File: src/rtl/bist_engine_param.sv
// Parameterised logic-BIST engine: an LFSR pattern generator, a MISR response
// compactor and a five-state run controller, with a 16-bit status/display bus.
// Ports:
//   clk        rising-edge clock
//   rst        synchronous, active-low reset
//   mode       00 idle/hold, 01 free-run LFSR, 10 BIST run, 11 signature display
//   start      one-cycle BIST request, honoured in mode 10 only
//   resp       circuit-under-test response to the current pattern
//   pattern    current LFSR state
//   signature  current MISR state
//   busy       high in INIT, RUN and COMPARE
//   done       high in DONE
//   pass       high in DONE when the signature matches GOLDEN
//   led        display bus, one cycle behind its source
module bist_engine_param #(
  parameter int unsigned WIDTH    = 16,
  parameter logic [31:0] POLY     = 32'h0000_B400,
  parameter logic [31:0] SEED     = 32'h0000_ACE1,
  parameter int unsigned PATTERNS = 1024,
  parameter logic [31:0] GOLDEN   = 32'h0000_0000
) (
  input  logic             clk,
  input  logic             rst,
  input  logic [1:0]       mode,
  input  logic             start,
  input  logic [WIDTH-1:0] resp,
  output logic [WIDTH-1:0] pattern,
  output logic [WIDTH-1:0] signature,
  output logic             busy,
  output logic             done,
  output logic             pass,
  output logic [15:0]      led
);

  localparam int unsigned CNT_W = $clog2(PATTERNS + 1);

  localparam logic [WIDTH-1:0] POLY_W = POLY[WIDTH-1:0];
  localparam logic [WIDTH-1:0] SEED_W = SEED[WIDTH-1:0];
  localparam logic [WIDTH-1:0] GOLD_W = GOLDEN[WIDTH-1:0];
  // An all-zero seed would lock the LFSR, so substitute 1.
  localparam logic [WIDTH-1:0] LOAD_VAL = (SEED_W == '0) ? WIDTH'(1) : SEED_W;

  localparam logic [CNT_W-1:0] CNT_LAST = CNT_W'(PATTERNS - 1);
  localparam logic [CNT_W-1:0] CNT_MAX  = CNT_W'(PATTERNS);

  localparam logic [1:0] MODE_HOLD = 2'b00;
  localparam logic [1:0] MODE_FREE = 2'b01;
  localparam logic [1:0] MODE_BIST = 2'b10;
  localparam logic [1:0] MODE_DISP = 2'b11;

  typedef enum logic [2:0] {
    S_IDLE,
    S_INIT,
    S_RUN,
    S_CMP,
    S_DONE
  } state_e;

  state_e           state_q, state_d;
  logic [WIDTH-1:0] lfsr_q, lfsr_d;
  logic [WIDTH-1:0] misr_q, misr_d;
  logic [CNT_W-1:0] cnt_q, cnt_d;
  logic             busy_q, busy_d;
  logic             done_q, done_d;
  logic             pass_q, pass_d;
  logic [15:0]      led_q, led_d;

  logic             bist_mode_c;
  logic             running_c;

  // One Galois right-shift step; shared by the LFSR and the MISR.
  function automatic logic [WIDTH-1:0] galois_step(input logic [WIDTH-1:0] v);
    return v[0] ? ((v >> 1) ^ POLY_W) : (v >> 1);
  endfunction

  assign bist_mode_c = (mode == MODE_BIST);
  assign running_c   = (state_q == S_RUN);

  // State and datapath registers.
  always_ff @(posedge clk) begin
    if (!rst) begin
      state_q <= S_IDLE;
      lfsr_q  <= LOAD_VAL;
      misr_q  <= '0;
      cnt_q   <= '0;
      busy_q  <= 1'b0;
      done_q  <= 1'b0;
      pass_q  <= 1'b0;
      led_q   <= '0;
    end else begin
      state_q <= state_d;
      lfsr_q  <= lfsr_d;
      misr_q  <= misr_d;
      cnt_q   <= cnt_d;
      busy_q  <= busy_d;
      done_q  <= done_d;
      pass_q  <= pass_d;
      led_q   <= led_d;
    end
  end

  // Next-state, datapath and registered-output logic.
  always_comb begin
    state_d = state_q;
    lfsr_d  = lfsr_q;
    misr_d  = misr_q;
    cnt_d   = cnt_q;
    busy_d  = 1'b0;
    done_d  = 1'b0;
    pass_d  = 1'b0;
    led_d   = '0;

    unique case (state_q)
      S_IDLE: begin
        if (mode == MODE_FREE) lfsr_d = galois_step(lfsr_q);
        if (bist_mode_c && start) state_d = S_INIT;
      end
      S_INIT: begin
        // Leaving mode 10 aborts before anything is reloaded.
        if (!bist_mode_c) begin
          state_d = S_IDLE;
        end else begin
          lfsr_d  = LOAD_VAL;
          misr_d  = '0;
          cnt_d   = '0;
          state_d = S_RUN;
        end
      end
      S_RUN: begin
        if (!bist_mode_c) begin
          state_d = S_IDLE;
        end else begin
          misr_d = galois_step(misr_q) ^ resp;
          lfsr_d = galois_step(lfsr_q);
          if (cnt_q != CNT_MAX) cnt_d = cnt_q + CNT_W'(1);
          // This cycle absorbs the last pattern.
          if (cnt_q == CNT_LAST) state_d = S_CMP;
        end
      end
      S_CMP: begin
        state_d = bist_mode_c ? S_DONE : S_IDLE;
      end
      S_DONE: begin
        if (mode == MODE_DISP) begin
          state_d = S_DONE;
        end else if (bist_mode_c) begin
          if (start) state_d = S_INIT;
        end else begin
          state_d = S_IDLE;
        end
      end
      default: state_d = S_IDLE;
    endcase

    busy_d = (state_d == S_INIT) || (state_d == S_RUN) || (state_d == S_CMP);
    done_d = (state_d == S_DONE);
    // pass is latched on COMPARE -> DONE, kept through DONE, cleared otherwise.
    if (state_d == S_DONE) begin
      pass_d = (state_q == S_CMP) ? (misr_q == GOLD_W) : pass_q;
    end

    unique case (mode)
      MODE_HOLD: led_d = 16'h0000;
      MODE_FREE: led_d = 16'(lfsr_q);
      MODE_BIST: led_d = {12'h000, pass_q, done_q, busy_q, running_c};
      MODE_DISP: led_d = 16'(misr_q);
      default:   led_d = 16'h0000;
    endcase
  end

  assign pattern   = lfsr_q;
  assign signature = misr_q;
  assign busy      = busy_q;
  assign done      = done_q;
  assign pass      = pass_q;
  assign led       = led_q;

endmodule

File: config.mk
export PLATFORM = sky130hd
export DESIGN_NAME = bist_engine_param
export DESIGN_NICKNAME = d
export VERILOG_FILES = /design/src/rtl/bist_engine_param.sv
export SDC_FILE = /design/constraint.sdc
export NUM_CORES = 1
export LEC_CHECK = 0
export BUFFER_PORTS_ARGS = -buffer_cell sky130_fd_sc_hd__buf_2
export CORE_ASPECT_RATIO = 0.6
export CORE_UTILIZATION = 50
export CTS_BUF_LIST = sky130_fd_sc_hd__clkbuf_4 sky130_fd_sc_hd__clkbuf_8
export DETAILED_ROUTE_END_ITERATION = 10
export GPL_TIMING_DRIVEN = 0
export PLACE_DENSITY = 0.85
export SYNTH_ARGS = -nofsm -noshare
export SYNTH_HDL_FRONTEND = slang
export SYNTH_SLANG_ARGS = --single-unit
File: constraint.sdc
create_clock -name clk -period 2.9 [get_ports clk]
set_clock_uncertainty 0.2 [all_clocks]
set_input_delay 0.145 -clock clk [delete_from_list [all_inputs] [get_ports clk]]
set_output_delay 0.145 -clock clk [all_outputs]
set_load 0.03 [all_outputs]
# == Word-level counts from Yosys, hierarchy flattened ==
# Cells that the tools add are included.
# word_totals
in_bits,21
register_bits,65
word_cells,64
# classes
n_eq_ne,17
n_reduce_logical,12
muxes,23
n_bitwise,3
add_sub_neg,1
# op_table
cell,count
$mux 16,7
$pmux 16 s4,1
$pmux 16 s3,1
$mux 11,3
$pmux 16 s2,1
$pmux 11 s2,1
$mux 3,7
$logic_not 16->1,1
$xor 16x16->16,1
$pmux 3 s5,1
$eq 3x2->1 const B,4
$add 11x1->11 const B,1
$eq 11x10->1 const B,1
$ne 11x11->1 const B,1
$not 3->4,2
$reduce_and 4->1,2
$eq 3x1->1 const B,2
$eq 3x3->1 const B,2
$ne 2x2->1 const B,3
$eq 2x2->1 const B,2
$logic_not 3->1,1
$reduce_and 3->1,1
$reduce_bool 3->1,1
$eq 2x1->1 const B,1
7 further kinds,8

# == Logic depth before layout (Yosys ltp) ==
# depth
depth_word,7
depth_mapped,6

# == Least setup slack after synthesis ==
# OpenSTA, ideal clock, no wires.
# synth_path
kind,reg2reg
startpoint,register state_q[1]
endpoint,register cnt_q[1]
slack_ns,0.931
stages_incl_launch_ff,6
path_buffers,1
t_arrival_ns,1.637
required_ns,2.568
synth_period_minus_slack_ns,1.969
setup_ns,0.132
path_cell_list,dfxtp_1 > or3b_1 > clkbuf_1 > or4_1 > nand4b_1 > a21oi_1
# synth_between
elab_chain_len,3
# synth_rtl
item,line_no,rtl
start: declaration,59,"state_e state_q, state_d;"
start signal: assignment,91,state_q <= state_d;
$eq 3x2->1 / $eq 3x1->1 (equally long branches),113,unique case (state_q)
"$ne 2x1->1 (no source line), or another cell as far along",--,
$reduce_and 4->1 (no source line),--,
end signal: assignment,94,cnt_q <= cnt_d;
end: declaration,62,"logic [CNT_W-1:0] cnt_q, cnt_d;"
# Parallel ways exist; a longest one is shown, timed or not.
# A chain may end at the register's enable or synchronous reset.

# == Worst setup path after layout ==
# layout_path
startpoint,register state_q[2]
endpoint,register cnt_q[10]
# Same word-level chain as after synthesis.

==> flow_summary.json <==
{
  "status": "completed",
  "core_sq_um": 5600,
  "p_leak_nw": 1.62,
  "grt-busiest-layer": "met1",
  "yosys-top-cells-area": "dfxtp_1 45%, a22oi_1 4.9%, mux2i_1 4.8%, xor2_1 4.8%, nor2_1 4.6%",
  "wl_mm": 8.24,
  "synth-seq-cells": 65,
  "start_util_pct": 52.0,
  "syn_to_final_growth_pct": 28.8,
  "fillCellCount": 445,
  "clk_transition_reported_paths_ps": 70,
  "clockRootBuffer": "clkbuf_8",
  "hold_ws_ps": 53.2,
  "cts_tree": "built",
  "worst_slack_ps": 409,
  "multiInputGateArea_sq_um": 1500,
  "fmax_mhz": 401,
  "io_pins": 72,
  "rsz0062_at_grt": "false",
  "final_hold_viol_count": 0,
  "fin_crit_sh_pct": 85.9,
  "cts_resized": 0,
  "gr-usage-met1_pct": 38.4,
  "path_max_fanout": 10,
  "dp_hpwl_mm": 5.76,
  "grt-ovfl-total": 0,
  "synth.distinct_cells": 45,
  "antenna_found_initial": 0,
  "gr-usage-all-layers_pct": 27.1,
  "syn_nets": 342,
  "antenna_left": 0,
  "viasPerCell": 5.79,
  "synth_edf_count": 0,
  "cts_hold_buf": 15,
  "post-cts-setup-buffers": 0,
  "cp.required_ps": 2910,
  "r2r.worst_path.cells": 6,
  "tightestPinTransition_ps": 834,
  "layout_commonest_cell": "buf_2",
  "report.final.slew_viol_count": 0,
  "h-tree-depth": 3,
  "post-route-util_pct": 67.0,
  "setup-tns-final_ps": 0,
  "wl_per_cell_um": 16.5,
  "endpoint_kind": "flop",
  "power_density_nw_per_um2": 535,
  "grt_use_met3_pct": 9.76,
  "grt_pass1_vias": 2432,
  "ys_warn_count": 0,
  "slew_headroom_pct": 44.3,
  "async_flop_share_pct": 0,
  "synth_cells": 319,
  "worst-endpoint-arrival_ps": 2500,
  "worst-setup-path-type": "reg -> reg",
  "worstHoldPathCells": 4,
  "grt_first_pass_wirelength_mm": 12.2,
  "ir_drop_uv": 263,
  "drv_cap": 0,
  "diodes": 0,
  "regArea_sq_um": 1300,
  "grtUsageMet2_pct": 38.3,
  "dr.first_iter.drc_count": 266,
  "grt_max_degree": 11,
  "cts_sinks": 65,
  "netlist_area_sq_um": 2910,
  "synth_seq_area_share_pct": 44.7,
  "avgSynthCellArea_sq_um": 9.13,
  "numCtsBuffers": 9,
  "hold_path.class": "in -> reg",
  "vias": 2897,
  "post-route-drc-count": 0,
  "setup_viol": 0,
  "synth_top_area_cell": "dfxtp_1",
  "firstDrtPassIters": 5,
  "rows": 21,
  "finalCriticalPeriod_ps": 2490,
  "drive_gt1_share_pct": 24.0,
  "io_buffers": 71,
  "startpoint_type": "flop",
  "dp_worst_setup_slack_ps": 510,
  "clk_latency_ps": 340,
  "ys.flop_type": "dfxtp_1",
  "floorplan.die.height_um": 61.1,
  "synth_top_area_share_pct": 44.7,
  "gp_congestion": 0.878,
  "dieArea_sq_um": 6140,
  "die_w_um": 101,
  "final_cell_mix": "73 x buf_2, 65 x dfxtp_1, 36 x nor2_1",
  "layout.nets": 439,
  "clock_path_buffers": 2
}
metrics by stage:
stage | instances | total power [mW] | area, sq um
5_1_grt | 500 | 2.07 | 3750
3_5_place_dp | 470 | 1.12 | 3370
6_report | 500 | 2.01 | 3750
3_3_place_gp | 470 | 1.11 | 3370
2_1_floorplan | 319 | 1.06 | 2910
4_1_cts | 500 | 2.01 | 3750
cells in the mapped netlist (2+ instances only):
master and count:
a21o_1 2, a21oi_1 25, a22oi_1 19, and2_1 3
and3_1 3, buf_2 2, clkbuf_1 16, dfxtp_1 65
ha_1 2, inv_1 5, mux2_2 4, mux2i_1 14
nand2_1 14, nand2b_1 3, nand3_1 5, nand4_1 3
nor2_1 36, nor3b_1 2, nor4_1 14, o211a_1 2
o21ai_0 21, o31ai_1 2, or3_1 2, or4_1 7
or4b_1 4, or4b_2 3, xnor2_1 8, xor2_1 16
state kept, by name (all words and copies together) (netlist names):
| signal | count |
|---|---|
| done | 1 |
| signature | 16 |
| led | 16 |
| pattern | 16 |
| cnt_q | 11 |
| pass | 1 |
| state_q | 3 |
| busy | 1 |
power breakdown:
part           internal (mW)  switching [mW]
sequential             0.910          0.0167
combinational         0.0751           0.115
clock                  0.560           0.330
routing by layer:
layer	vias to the layer above	share of wire, %	wire length [um]
met5	-	0	0
met4	0	1.4	117
met3	19	11	881
met2	161	42	3430
met1	1367	46	3820
li1	1350	-	-
cell type report:
| type | instances | share of cell area (%) |
|---|---|---|
| clock inverter | 2 | 1.60 |
| timing repair buffer | 86 | 13.5 |
| sequential | 65 | 34.7 |
| multi-input combinational | 227 | 39.9 |
| inverter | 6 | 0.601 |
| clock buffer | 13 | 4.60 |
| tap | 80 | 2.67 |
| buffer | 21 | 2.47 |
final timing paths:
kind	endpoint	slack, ps	start
setup / recovery	cnt_q[10]	410	state_q[2]
hold reg to reg	cnt_q[7]	290	cnt_q[7]
hold / removal	led[0]	50	mode[0]
setup reg to reg	cnt_q[10]	410	state_q[2]
cells by family after synthesis:
family                     share of synthesized area, %
and+or+nand+nor                                    20.7
AOI/OAI and AO/OA                                  15.7
DFF                                                44.7
buffers and inverters                              3.95
xor gates and xnor gates                           7.78
muxes                                              6.36
adders and majority gates                         0.859
worst max-delay path: stages, from the launching register on:
cell	delay [ps]
dfxtp_1	310
clkbuf_1	210
nor3b_1	750
clkbuf_1	450
nand2_1	120
nand2_1	230
a21oi_1	80
Note: power is estimated with default switching activity, not from simulation.
